<file path="config.mk">
export PLATFORM = sky130hd
export DESIGN_NAME = cla_pipe_addsub
export DESIGN_NICKNAME = d
export VERILOG_FILES = /design/src/rtl/cla_pipe_addsub.sv
export SDC_FILE = /design/constraint.sdc
export NUM_CORES = 1
export LEC_CHECK = 0
export BUFFER_PORTS_ARGS = -buffer_cell sky130_fd_sc_hd__buf_4
export CORE_UTILIZATION = 40
export CTS_CLUSTER_DIAMETER = 120
export DETAILED_ROUTE_END_ITERATION = 7
export PLACE_DENSITY = 0.57
export SLEW_MARGIN = 20
export SYNTH_ARGS = -nofsm -noshare
export SYNTH_HDL_FRONTEND = slang
export SYNTH_SLANG_ARGS = --single-unit
</file>
<file path="constraint.sdc">
create_clock -name clock -period 2.8 [get_ports clock]
set_clock_uncertainty 0.2 [all_clocks]
set_input_delay 0.56 -clock clock [delete_from_list [all_inputs] [get_ports clock]]
set_output_delay 0.56 -clock clock [all_outputs]
set_load 0.1 [all_outputs]
</file>
<file path="src/rtl/cla_pipe_addsub.sv">
`default_nettype none
// ============================================================================
//  Module   : cla_pipe_addsub
//  Function : Pipelined signed add/subtract, one CHUNK-bit carry-lookahead
//             slice per stage, with valid/ready flow control.
//  Revision : 1.0 - initial release
// ============================================================================
module cla_pipe_addsub #(
    parameter int WIDTH = 32,
    parameter int CHUNK = 8
) (
    input  logic             clock,
    input  logic             reset,
    input  logic             in_valid,
    output logic             in_ready,
    input  logic [WIDTH-1:0] data_operandA,
    input  logic [WIDTH-1:0] data_operandB,
    input  logic [4:0]       ctrl_ALUopcode,
    output logic             out_valid,
    input  logic             out_ready,
    output logic [WIDTH-1:0] data_result,
    output logic             overflow,
    output logic             carry_out
);

    localparam int         STAGES   = WIDTH / CHUNK;
    localparam logic [4:0] c_OP_SUB = 5'b00001;

    // Returns carries c[0..CHUNK]; c[0] is the chunk carry-in.
    function automatic logic [CHUNK:0] f_cla(
        input logic [CHUNK-1:0] a,
        input logic [CHUNK-1:0] b,
        input logic             cin
    );
        logic [CHUNK-1:0] g;
        logic [CHUNK-1:0] p;
        logic [CHUNK:0]   c;
        logic             prop;
        g    = a & b;
        p    = a ^ b;
        c    = '0;
        c[0] = cin;
        for (int i = 0; i < CHUNK; i++) begin
            prop = 1'b1;
            for (int j = i; j >= 0; j--) begin
                c[i+1] = c[i+1] | (g[j] & prop);
                prop   = prop & p[j];
            end
            c[i+1] = c[i+1] | (prop & cin);
        end
        return c;
    endfunction

    logic             w_sub;
    logic             w_adv;
    logic [WIDTH-1:0] w_b_eff;

    // Any opcode other than SUB runs as ADD.
    assign w_sub   = (ctrl_ALUopcode == c_OP_SUB);
    assign w_b_eff = w_sub ? ~data_operandB : data_operandB;

    assign in_ready = !(out_valid && !out_ready);
    assign w_adv    = in_ready;

    for (genvar k = 0; k < STAGES; k++) begin : g_stage
        localparam int HI  = (k + 1) * CHUNK;
        localparam int REM = WIDTH - HI;

        logic             w_vld_in;
        logic             w_cin;
        logic [CHUNK-1:0] w_a;
        logic [CHUNK-1:0] w_b;
        logic [CHUNK-1:0] w_p;
        logic [CHUNK:0]   w_c;
        logic [CHUNK-1:0] w_s;
        logic [HI-1:0]    w_sum_nxt;
        logic             r_vld;
        logic             r_cout;
        logic [HI-1:0]    r_sum;

        if (k == 0) begin : g_first
            assign w_vld_in  = in_valid;
            assign w_cin     = w_sub;
            assign w_a       = data_operandA[CHUNK-1:0];
            assign w_b       = w_b_eff[CHUNK-1:0];
            assign w_sum_nxt = w_s;
        end else begin : g_next
            assign w_vld_in  = g_stage[k-1].r_vld;
            assign w_cin     = g_stage[k-1].r_cout;
            assign w_a       = g_stage[k-1].g_skew.r_a[CHUNK-1:0];
            assign w_b       = g_stage[k-1].g_skew.r_b[CHUNK-1:0];
            assign w_sum_nxt = {w_s, g_stage[k-1].r_sum};
        end

        assign w_c = f_cla(w_a, w_b, w_cin);
        assign w_p = w_a ^ w_b;
        assign w_s = w_p ^ w_c[CHUNK-1:0];

        // Bubbles leave data untouched so the outputs hold while out_valid=0.
        always_ff @(posedge clock or negedge reset) begin
            if (!reset) begin
                r_vld  <= 1'b0;
                r_cout <= 1'b0;
                r_sum  <= '0;
            end else if (w_adv) begin
                r_vld <= w_vld_in;
                if (w_vld_in) begin
                    r_cout <= w_c[CHUNK];
                    r_sum  <= w_sum_nxt;
                end
            end
        end

        // Operand chunks not yet resolved travel alongside their carry.
        if (REM > 0) begin : g_skew
            logic [REM-1:0] w_a_up;
            logic [REM-1:0] w_b_up;
            logic [REM-1:0] r_a;
            logic [REM-1:0] r_b;

            if (k == 0) begin : g_src_in
                assign w_a_up = data_operandA[WIDTH-1:CHUNK];
                assign w_b_up = w_b_eff[WIDTH-1:CHUNK];
            end else begin : g_src_prev
                assign w_a_up = g_stage[k-1].g_skew.r_a[REM+CHUNK-1:CHUNK];
                assign w_b_up = g_stage[k-1].g_skew.r_b[REM+CHUNK-1:CHUNK];
            end

            always_ff @(posedge clock or negedge reset) begin
                if (!reset) begin
                    r_a <= '0;
                    r_b <= '0;
                end else if (w_adv && w_vld_in) begin
                    r_a <= w_a_up;
                    r_b <= w_b_up;
                end
            end
        end

        if (k == STAGES - 1) begin : g_last
            logic r_ovf;
            always_ff @(posedge clock or negedge reset) begin
                if (!reset) begin
                    r_ovf <= 1'b0;
                end else if (w_adv && w_vld_in) begin
                    r_ovf <= w_c[CHUNK] ^ w_c[CHUNK-1];
                end
            end
        end
    end

    assign out_valid   = g_stage[STAGES-1].r_vld;
    assign data_result = g_stage[STAGES-1].r_sum;
    assign carry_out   = g_stage[STAGES-1].r_cout;
    assign overflow    = g_stage[STAGES-1].g_last.r_ovf;

endmodule
`default_nettype wire

</file>
## Yosys cells after proc, flatten, opt, wreduce, memory -nomap -nowiden

Index checks and enable logic that the tools add are counted.

- Flip-flop bits (word level): 185
- Logic and storage cells: 447
- Bits of input ports: 73
- Output and inout port bits: 36

- Equality and inequality tests: 1
- Bitwise gates (word level): 415
- Mux-type cells: 1
- Reduce and logical (&&, ||, !) cells: 11

Operators by type and width:

| kind | count |
|---|---|
| AND 1 bit | 256 |
| bitwise OR 1 bit | 144 |
| XOR 8 bit | 8 |
| AND 8 bit | 4 |
| 2-to-1 mux 32 bit | 1 |
| inverter 32 bit | 1 |
| AND reduction 2 bit | 4 |
| == test 5 x 1 -> 1 bit (second input constant) | 1 |
| logical AND 1 bit | 5 |
| logical NOT 1 bit | 2 |
| inverter 1 bit | 1 |
| XOR 1 bit | 1 |

## Depth between registers and ports, before layout

- Depth after elaboration: 12
- Depth in mapped cells: 11

## Least setup slack after synthesis

OpenSTA, ideal clock, no wires.

- Kind: input to register
- From: input ctrl_ALUopcode[3]
- To: register g_stage[0].r_sum[7]
- Cell stages on the path: 11
- Data required time: 2.473 ns
- Data arrival time: 2.791 ns
- Slack: -0.318 ns
- Setup time: 0.127 ns
- Cell sequence: nor4b_2 > and2_2 > buf_2 > buf_4 > xor2_1 > ha_1 > and2_1 > a221o_1 > a31oi_1 > and4_1 > o31ai_1

- Cells in the longest elaborated chain, start to end: 12

Ends and longest elaborated chain:

| what | line | source |
|---|---|---|
| from (decl) | 18 | `input logic [4:0] ctrl_ALUopcode,` |
| == test 5 x 1 -> 1 bit * | 59 | `assign w_sub = (ctrl_ALUopcode == c_OP_SUB);` |
| 2-to-1 mux 32 bit | 60 | `assign w_b_eff = w_sub ? ~data_operandB : data_operandB;` |
| AND 8 bit / XOR 8 bit (equally long branches) | 39, 40, 96 |  |
| AND 1 bit, on equally long branches | 46, 47 |  |
| bitwise OR 1 bit, or another cell as far along (5 in series) | 46 | `c[i+1] = c[i+1] \| (g[j] & prop);` |
| bitwise OR 1 bit / AND 1 bit (equally long branches) | 46, 49 |  |
| bitwise OR 1 bit | 49 | `c[i+1] = c[i+1] \| (prop & cin);` |
| XOR 8 bit * | 97 | `assign w_s = w_p ^ w_c[CHUNK-1:0];` |
| to (signal assigned) | 109 | `r_sum <= w_sum_nxt;` |
| to (decl) | 79 | `logic [HI-1:0] r_sum;` |

Mark *: on every way between the ends. The rest lies on a longest branch, timed or not.
A chain may end at the register's enable or synchronous reset.

## Final worst setup path

Same ends and word-level chain as after synthesis.

==> results.ini <==
[logic_synthesis]
ys_ff_latch = 185
yosys_warnings = 0
synth_compound_area_share_pct = 7.78
synth_nets = 817
postSynthAreaPerCell_um2 = 11.7
synth_fa_ha_area_share_pct = 5.53
synth_edf_count = 0
syn-cell-area_mm2 = 0.00833
yosysUniqueCellTypes = 47
netlist_instances = 709
synth_simple_gate_area_share_pct = 9.91
synth_top_family_by_area = multiplexers
async_reset_ff_share_pct = 100
synth.area.mux_share_pct = 13.8
ys_seq_area_share_pct = 55.6
synthXorXnorAreaFrac_pct = 5.15
synthFlopType = dfrtp_1

[worst_setup_path]
endpoint_kind = flip-flop
critPathArrivalTime_ps = 2680
critPathMaxFanout = 8
startpoint_type = input port
ff2ff_path_depth = 6
cp.required_ps = 2910
path_class = in -> reg

[finish]
drive_gt1_share_pct = 33.1
fin_cells = 1113
antennaDiodeCount = 0
area_growth_pct = 23.2
nets = 940
fillers = 1829
fin_area_mm2 = 0.0103

[global_route]
grt_pass1_vias = 5847
grt_usage_pct = 17.1
grt_overflow = 0
grt_pass1_wl_mm = 28.7
antenna_found_initial = 0
grt_max_degree = 75

[sta]
setup_viol = 0
finalHoldViolCount = 0
fin_crit_ps = 2570
max_freq_mhz = 389
fin_ws_ps = 230
final_max_slew_viol_count = 0
whs_ps = 154
period_share_pct = 91.8
worstMarginPinSlew_ps = 645
grt_setup_unrepaired = no
slew_headroom_pct = 56.9

[route]
drtIter0Drc = 193
ant_nets = 0
drc = 0
drt-total-wl_mm = 16.9
routed_via_density = 4.90
vias = 5455
firstDrtPassIters = 5
routedWlPerCell_um = 15.2

[power]
p_total_mw = 13.0
leakage_nw = 4.85
peakVddDrop_uv = 501
power.density_mw_per_mm2 = 1270

[floorplan]
core.rowCount = 52
pin_count = 109
dieArea_mm2 = 0.0214
core-area_mm2 = 0.0203
die_h_um = 146
initial_utilization_pct = 41.0
die_x_um = 146

[placement]
gp_congestion = 0.785
dp_cells = 1082
numPortBuffers = 108
dpl_worst_slack_ps = -204
placed_area_mm2 = 0.00966
dp_hpwl_mm = 12.3

[clock_network]
worst_skew_pair.late_latency_ps = 430
postCtsSetupBuffers = 0
clockRootBuffer = clkbuf_16
htree_levels = 4
cts_num_sinks = 185
clock_path_buffers = 2
cts_made_buffers = 17
clk_pin_slew_ps = 70
tritoncts = built

[outcome]
status = complete, no violations

[hold_path]
hold_path.class = in -> reg
whs_path_depth = 2

[flow_run]
max_cap_viol_count = 0

## layer usage
layer / part of all wire (%) / up-vias / global-route usage (%)
li1: - / 2694 / -
met1: 48 / 2658 / 22.6
met2: 47 / 86 / 27.0
met3: 3.6 / 17 / 3.97
met4: 1.7 / 0 / 6.93
met5: 0 / - / 0
## worst paths after layout
| kind | startpoint | to | slack (ps) |
|---|---|---|---|
| worst max register to register | g_stage[0].g_skew.r_a[0]$_DFFE_PN0P_ | g_stage[1].r_sum[15]$_DFFE_PN0P_ | 650 |
| worst min-delay path | data_operandA[13] | g_stage[0].g_skew.r_a[5]$_DFFE_PN0P_ | 150 |
| min in group asynchronous | reset | data_result[17]$_DFFE_PN0P_ | 500 |
| max in group asynchronous | reset | g_stage[0].g_skew.r_b[1]$_DFFE_PN0P_ | 1130 |
| worst max-delay path | ctrl_ALUopcode[3] | g_stage[0].r_sum[7]$_DFFE_PN0P_ | 230 |
| worst min register to register | g_stage[2].r_sum[7]$_DFFE_PN0P_ | data_result[7]$_DFFE_PN0P_ | 270 |
## repair_timing
item,CTS,global route
resized for setup,0,0
hold endpoints to repair,69,0
hold buffers,1,0
## critical path: stages
cell and delay [ps]:
buf_4 120, nor4b_4 280, and2_4 250, xor2_1 160, ha_1 280, and2_4 180, a221o_1 330, a31oi_2 220
and4_1 230, o31ai_1 70
## cells by family (layout without fill, tap and decap cells)
group / count (synthesis) / after routing
AOI/OAI and AO/OA: 103 / 103
and+or+nand+nor: 192 / 192
muxes: 102 / 102
xor gates and xnor gates: 49 / 49
DFF: 185 / 185
adders and majority gates: 35 / 35
buffers and inverters: 43 / 177
## power by group
part | internal, mW | switching, mW | leakage, nW
Combinational | 2.28 | 3.75 | 2.32
Clock | 1.45 | 1.01 | 0.285
Sequential | 3.84 | 0.662 | 2.25
Total | 7.57 | 5.42 | 4.85
## layout make-up
| type | count | area (um2) | share of cell area [%] |
|---|---|---|---|
| Sequential cell | 185 | 4630 | 45.1 |
| Multi-Input combinational cell | 481 | 3540 | 34.5 |
| Timing Repair Buffer | 138 | 1120 | 10.9 |
| Clock buffer | 20 | 457 | 4.45 |
| Tap cell | 270 | 338 | 3.29 |
| Clock inverter | 10 | 144 | 1.40 |
| Inverter | 9 | 33.8 | 0.329 |
## state kept, by name, indices dropped and copies added, names as in the netlist, 3 cells and up
| name | flops |
|---|---|
| data_result | 32 |
| g_stage.g_skew.r_a | 48 |
| g_stage.g_skew.r_b | 48 |
| g_stage.r_cout | 3 |
| g_stage.r_sum | 48 |
| g_stage.r_vld | 3 |
## through the flow
step,TNS [ps],utilization (%)
2_1_floorplan,-329,-
3_3_place_gp,-438,47.6
3_5_place_dp,-994,47.6
4_1_cts,0,50.6
5_1_grt,0,50.6
6_report,0,50.6
## synthesized netlist by cell type, drive strengths merged, types with 12 or more instances
cell	number	area, um2
xor2	13	114
nand2	138	518
nor2	12	45.0
ha	32	400
mux2	100	1130
buf	19	101
nand3	12	60.1
o21ai	50	250
xnor2	36	315
dfrtp	185	4630
clkbuf	15	56.3
## cells in the final DEF, fill, tap and decap left out, drive strengths merged, types with 4 or more instances in the layout
cell type	count
mux2	100
nor2	12
nand2	138
buf	136
dfrtp	185
a21oi	8
xor2	13
o21a	5
and2	4
inv	10
nor3	5
ha	32
o31ai	8
xnor2	36
clkbuf	21
a31oi	6
a21o	9
nand3	12
o21ai	50
Note: power is estimated with default switching activity, not from simulation.
